==> src/rtl/seq_detector_param_pkg.sv <==
// Shared definitions for the TP3 serial-sequence detector family.
//   DEFAULT_PATTERN : pattern used when a detector is not given one (MSB oldest)
//   W_MIN / W_MAX   : legal range of the pattern length
//   w_in_range()    : elaboration-time check of a pattern length
//   sat_max()       : largest value of an unsigned counter of a given width
package seq_detector_param_pkg;

  localparam logic [3:0] DEFAULT_PATTERN = 4'b1101;
  localparam int W_MIN = 2;
  localparam int W_MAX = 16;

  function automatic bit w_in_range(input int w);
    return (w >= W_MIN) && (w <= W_MAX);
  endfunction

  function automatic int sat_max(input int cw);
    return (1 << cw) - 1;
  endfunction

endpackage

==> src/rtl/seq_detector_param_shift_hist.sv <==
// W-bit enabled shift register with a saturating fill counter.
// The newest bit enters at bit 0, so hist[W-1] is the oldest bit.
// Ports:
//   clk       : rising-edge clock
//   reset     : synchronous active-high reset (clears history and fill)
//   clr       : synchronous soft clear, same effect as reset
//   en        : shift din in on this edge
//   din       : serial data bit
//   fill_zero : on a shifting edge, restart the fill count at 0
//   nxt       : history as it would be after shifting din in (combinational)
//   fill      : number of bits shifted in since the last clear, saturating at W
module shift_hist #(
  parameter int W  = 4,
  parameter int FW = $clog2(W + 1)
) (
  input  logic          clk,
  input  logic          reset,
  input  logic          clr,
  input  logic          en,
  input  logic          din,
  input  logic          fill_zero,
  output logic [W-1:0]  nxt,
  output logic [FW-1:0] fill
);

  logic [W-1:0] hist;

  assign nxt = {hist[W-2:0], din};

  always_ff @(posedge clk) begin
    if (reset || clr) begin
      hist <= '0;
      fill <= '0;
    end else if (en) begin
      hist <= nxt;
      if (fill_zero)
        fill <= '0;
      else if (fill != FW'(W))
        fill <= fill + FW'(1);
    end
  end

endmodule

==> src/rtl/seq_detector_param.sv <==
// Parametrised serial-sequence detector with saturating match counter.
// Samples i on edges where s=1, detects PATTERN (MSB oldest), pulses b1 for
// each match, counts matches in count (saturating) and raises the sticky
// flag b2 once count reaches THRESH.
// Ports:
//   clk   : rising-edge clock
//   reset : synchronous active-high reset
//   i     : serial data bit
//   s     : sample strobe
//   clr   : synchronous soft clear of history, count and b2
//   b1    : registered one-cycle match pulse
//   b2    : registered sticky threshold flag
//   count : registered saturating match count
module seq_detector_param
  import seq_detector_param_pkg::*;
#(
  parameter int           W       = 4,
  parameter logic [W-1:0] PATTERN = W'(DEFAULT_PATTERN),
  parameter bit           OVERLAP = 1'b1,
  parameter int           CW      = 4,
  parameter int           THRESH  = 2
) (
  input  logic          clk,
  input  logic          reset,
  input  logic          i,
  input  logic          s,
  input  logic          clr,
  output logic          b1,
  output logic          b2,
  output logic [CW-1:0] count
);

  localparam int            FW      = $clog2(W + 1);
  localparam logic [CW-1:0] CNT_MAX = CW'(sat_max(CW));
  localparam logic [CW-1:0] THR_C   = CW'(THRESH);

  if (!w_in_range(W)) begin : g_bad_w
    $error("seq_detector_param: W out of range");
  end
  if (THRESH < 1 || THRESH > sat_max(CW)) begin : g_bad_thresh
    $error("seq_detector_param: THRESH out of range");
  end

  function automatic logic [CW-1:0] sat_inc(input logic [CW-1:0] v);
    return (v == CNT_MAX) ? v : v + 1'b1;
  endfunction

  logic [W-1:0]  nxt;
  logic [FW-1:0] fill;
  logic          match_p0;
  logic [CW-1:0] count_inc_p0;

  // A match needs W-1 earlier real samples plus the one arriving now, so the
  // zeros left by reset/clr can never complete a pattern.
  assign match_p0     = s && !clr && (fill >= FW'(W - 1)) && (nxt == PATTERN);
  assign count_inc_p0 = sat_inc(count);

  shift_hist #(
    .W  (W),
    .FW (FW)
  ) u_hist (
    .clk       (clk),
    .reset     (reset),
    .clr       (clr),
    .en        (s),
    .din       (i),
    .fill_zero (match_p0 && !OVERLAP),
    .nxt       (nxt),
    .fill      (fill)
  );

  // stage p0 -> outputs
  always_ff @(posedge clk) begin
    if (reset || clr) begin
      b1    <= 1'b0;
      b2    <= 1'b0;
      count <= '0;
    end else begin
      b1 <= match_p0;
      if (match_p0) begin
        count <= count_inc_p0;
        if (count_inc_p0 >= THR_C)
          b2 <= 1'b1;
      end
    end
  end

endmodule

==> config.mk <==
export PLATFORM = sky130hd
export DESIGN_NAME = seq_detector_param
export DESIGN_NICKNAME = d
export VERILOG_FILES = /design/src/rtl/seq_detector_param_pkg.sv /design/src/rtl/seq_detector_param_shift_hist.sv /design/src/rtl/seq_detector_param.sv
export SDC_FILE = /design/constraint.sdc
export NUM_CORES = 1
export LEC_CHECK = 0
export CAP_MARGIN = 10
export CORE_ASPECT_RATIO = 1.5
export CORE_MARGIN = 5
export CORE_UTILIZATION = 30
export DETAILED_ROUTE_END_ITERATION = 16
export GPL_ROUTABILITY_DRIVEN = 0
export SLEW_MARGIN = 10
export SYNTH_ARGS = -nofsm -noshare
export SYNTH_HDL_FRONTEND = slang
export SYNTH_SLANG_ARGS = --single-unit
==> constraint.sdc <==
create_clock -name clk -period 1.8 [get_ports clk]
set_input_delay 0.18 -clock clk [delete_from_list [all_inputs] [get_ports clk]]
set_output_delay 0.18 -clock clk [all_outputs]
set_load 0.05 [all_outputs]
# After elaboration in Yosys (flattened, before gate mapping)

Index checks and enable logic that the tools add are counted.

$add $sub $neg: 2
Order comparisons: 2
Equal/unequal tests: 3
Muxes and demuxes: 1
Reductions and logical operators: 7

Operators by type and width:

| kind                                                                                | number |
|---|---|
| 4-bit == test, second input constant                                                | 2 |
| 4-bit by 1-bit adder with 4-bit output, second input constant                       | 1 |
| 4-bit by 2-bit greater-or-equal comparator with 1-bit output, second input constant | 1 |
| 4-bit two-way mux                                                                   | 1 |
| 2-bit AND reduction                                                                 | 2 |
| 3-bit by 1-bit adder with 3-bit output, second input constant                       | 1 |
| 3-bit by 2-bit greater-or-equal comparator with 1-bit output, second input constant | 1 |
| 1-bit logical AND                                                                   | 3 |
| 3-bit != test, second input constant                                                | 1 |
| 1-bit logical NOT                                                                   | 1 |
| 1-bit logical OR                                                                    | 1 |

Register bits after elaboration: 12
Input bits: 5
Output and inout port bits: 6
Word-level logic and storage cells: 20

# Depth between registers and ports, before layout

Depth after elaboration: 5
Depth in mapped cells: 5
Gate-level depth less buffers: 5

# Cells and area by module

Synthesis repeated with hierarchy kept, for this count alone.

Cell total of the unflattened synthesis: 70
Area, all modules: 644.4 um^2

Modules (own cells, without submodules):

| module             | times used | cells each | area each (um^2) | sequential area each (um^2) |
|---|---|---|---|---|
| seq_detector_param | 1          | 38         | 334.1            | 120.1 |
| shift_hist         | 1          | 32         | 310.3            | 120.1 |

# Worst setup path after synthesis

No wires, ideal clock.

Kind: reg2reg
Start: register count[0]
End: register count[0]
Library setup time: 72 ps
Arrival time: 1399 ps
Data required time: 1728 ps
Path slack: 330 ps
Stages on the path, launching flop included: 5
Buffers on the path: 0
Clock period less this slack: 1470 ps
Cells stage by stage: dfxtp_1 -> ha_1 -> and3_1 -> nor4_4 -> mux2i_1

Word-level cells in the longest chain between the ends: 2
Elaborated cells on any way between the ends: 3
Classes of those cells: add/sub (1); eq/ne (1); mux (1)

Ends and longest elaborated chain:

| item                                                                           | RTL line                 | text |
|---|---|---|
| from (decl)                                                                    | seq_detector_param.sv:30 | `output logic [CW-1:0] count` |
| from (signal assigned)                                                         | seq_detector_param.sv:81 | `count <= count_inc_p0;` |
| 4-bit by 1-bit adder with 4-bit output / 4-bit == test (equally long branches) | seq_detector_param.sv:45 | `return (v == CNT_MAX) ? v : v + 1'b1;` |
| 4-bit two-way mux *                                                            | seq_detector_param.sv:45 |  |

Every way passes the cells marked *; elsewhere a longest branch is shown, timed or not.
A chain may end at the register's enable or synchronous reset.

# Worst setup path in the final report

Start: register count[2]
End: output count[2]

No word-level cell between the ends.

==> out/metrics.yaml <==
status: "completed"
r2r_cells: 6
cts_tree: "done"
synth_async_sr_flop_share_pct: 0
die_w_um: 48.4
syn_area_per_cell_um2: 9.75
synth_top_area_share_pct: 36.2
drtIter0Drc: 24
max_cap_violations: 0
final_core_util_pct: 37.7
grt_max_degree: 11
syn-cell-area_um2: 663
yosys_warnings: 0
synth_edf_count: 0
finalPower_uw: 473
antenna-diode-count: 0
hold_path_class: "reg -> reg"
ys_ff_latch: 12
root_buffer: "clkbuf_4"
cts_resized: 0
arrival_ns: 1.56
syn_to_final_growth_pct: 24.0
final_nets: 93
critPathTopFamily: "buffers and inverters"
required_ns: 1.62
route.detailed.drc: 0
synth_most_common_cell: "dfxtp_1"
drive_above_1_share_pct: 12.2
clock_sinks: 12
num_vias: 556
rows: 21
power_per_cell_area_mw_per_mm2: 575
rsz0062_at_grt: "no"
synth_cells: 68
p_leak_nw: 0.359
cts_hold_buf: 0
ys_seq_area_share_pct: 36.2
finalHoldViolCount: 0
hpwl_mm: 1.07
wire_per_inst_um: 13.0
routed_wl_mm: 1.37
final_cell_count_no_fill: 105
clockBufferDepth: 2
clock_skew_ns: 0.00354
crit_buf_inv: 1
core_area_mm2: 0.00218
die_y_um: 67.6
slew_headroom_pct: 66.6
start_util_pct: 30.4
syn_nets: 77
synth_cell_type_count: 32
finalSetupViolCount: 0
startpoint_type: "flip-flop"
synth.cells.most_frequent: "12 x dfxtp_1, 6 x mux2i_1, 6 x nor2_1"
whs_path_depth: 2
crit_fanout: 8
fin_setup_tns_ns: 0
timing.final.crit_share_pct: 96.8
clk_latency_ns: 0.27
ant_nets: 0
cts_buffers: 3
pin_count: 11
worst_pin_slew_ns: 0.499
yosysTopAreaCell: "dfxtp_1"
max_stage_delay_ns: 0.85
post-cts-setup-buffer-count: 0
vias_per_cell: 5.30
drv_slew: 0
grt_pass1_wl_mm: 2.23
synth_ff_type: "dfxtp_1"
dr.pass1.iters: 4
end_kind: "output pin"
gr-usage-all-layers_pct: 8.72
port_buffers: 10
cp_num_cells: 1
path_class: "reg -> out"
yosys-top-cells-area: "dfxtp_1 36%, mux2i_1 9.1%, ha_1 7.5%, nand4b_4 3.6%, nor2_1 3.4%"
ir_drop_uv: 229
r2r-start: "u_hist.fill[1]$_SDFFE_PP0P_"
cts_max_level: 1
clock.fmax_mhz: 574
antenna_found_initial: 0
overflow: 0
cp-startpoint: "count[2]$_SDFFE_PP0P_"
dieArea_mm2: 0.00327
holdWs_ns: 0.505
cp_slowest_cell: "clkdlybuf4s50_1"
grt_pass1_vias: 536
dp_cells: 102
crit_chain: "clkdlybuf4s50_1"
fin_crit_ns: 1.74
clk_pin_slew_ns: 0.07
worstHoldStart: "count[1]$_SDFFE_PP0P_"
-- kinds of logic after synthesis --
logic type               share of synthesized area, %
multiplexers                                     9.06
buffers and inverters                            4.53
AO/OA/AOI/OAI                                    14.0
adder cells (fa/ha/maj)                          7.55
XOR/XNOR                                         1.32
flip-flops                                       36.2
AND/OR/NAND/NOR                                  27.4
-- cell usage in the layout (no fill, tap or decap), types with 2 or more instances in the layout --
| cell | instances |
|---|---|
| a311oi_1 | 2 |
| buf_4 | 3 |
| dfxtp_1 | 12 |
| nor2_1 | 6 |
| a41oi_1 | 2 |
| and3_1 | 2 |
| inv_1 | 4 |
| nand2_1 | 4 |
| nor3_1 | 2 |
| clkbuf_4 | 3 |
| nor2b_1 | 2 |
| mux2i_1 | 6 |
| ha_1 | 4 |
| o21ai_0 | 2 |
| clkdlybuf4s50_1 | 10 |
-- per-layer routing --
metal  track usage [%]  part of all wire, %  up-vias
met5                 0                    0        -
met4              7.27                  3.1        0
met3             0.662                  2.2        4
met2              16.3                   52        9
met1              8.62                   42      267
li1                  -                    -      276
-- flip-flops by register name, summed over array words and instances (netlist names) --
signal and flops:
u_hist.hist 3, b2 1, u_hist.fill 3, b1 1, count 4
-- tightest hold or removal path, delay by kind of cell (launching register included) --
family / cells / cell delay (ns)
flops: 1 / 0.35
mux: 1 / 0.05
simple gates: 1 / 0.06
-- metrics by stage --
stage                     cell area (um^2)  setup slack, ns
after floorplan                        663            0.330
after CTS                              822           0.0477
final                                  822           0.0580
after global routing                   822          0.00168
after global placement                 800            0.240
after detailed placement               800            0.200
-- final timing paths --
check | end | slack [ns]
max | count[2] | 0.06
min | count[1]$_SDFFE_PP0P_ | 0.51
max reg2reg | count[0]$_SDFFE_PP0P_ | 0.28
min reg2reg | count[1]$_SDFFE_PP0P_ | 0.51
-- layout make-up --
cell class                 count  area [um^2]
fill                         241         1360
timing repair buffer          13          123
multi-input combinational     50          393
tap                           23         28.8
inverter                       4         15.0
sequential                    12          240
clock buffer                   3         22.5
-- where the power goes --
group | switching (mW) | internal (mW) | leakage [nW]
clock | 0.0848 | 0.0773 | 0.0138
sequential | 0.00220 | 0.268 | 0.0969
combinational | 0.0193 | 0.0211 | 0.248
(Power assumes the default switching activity.)
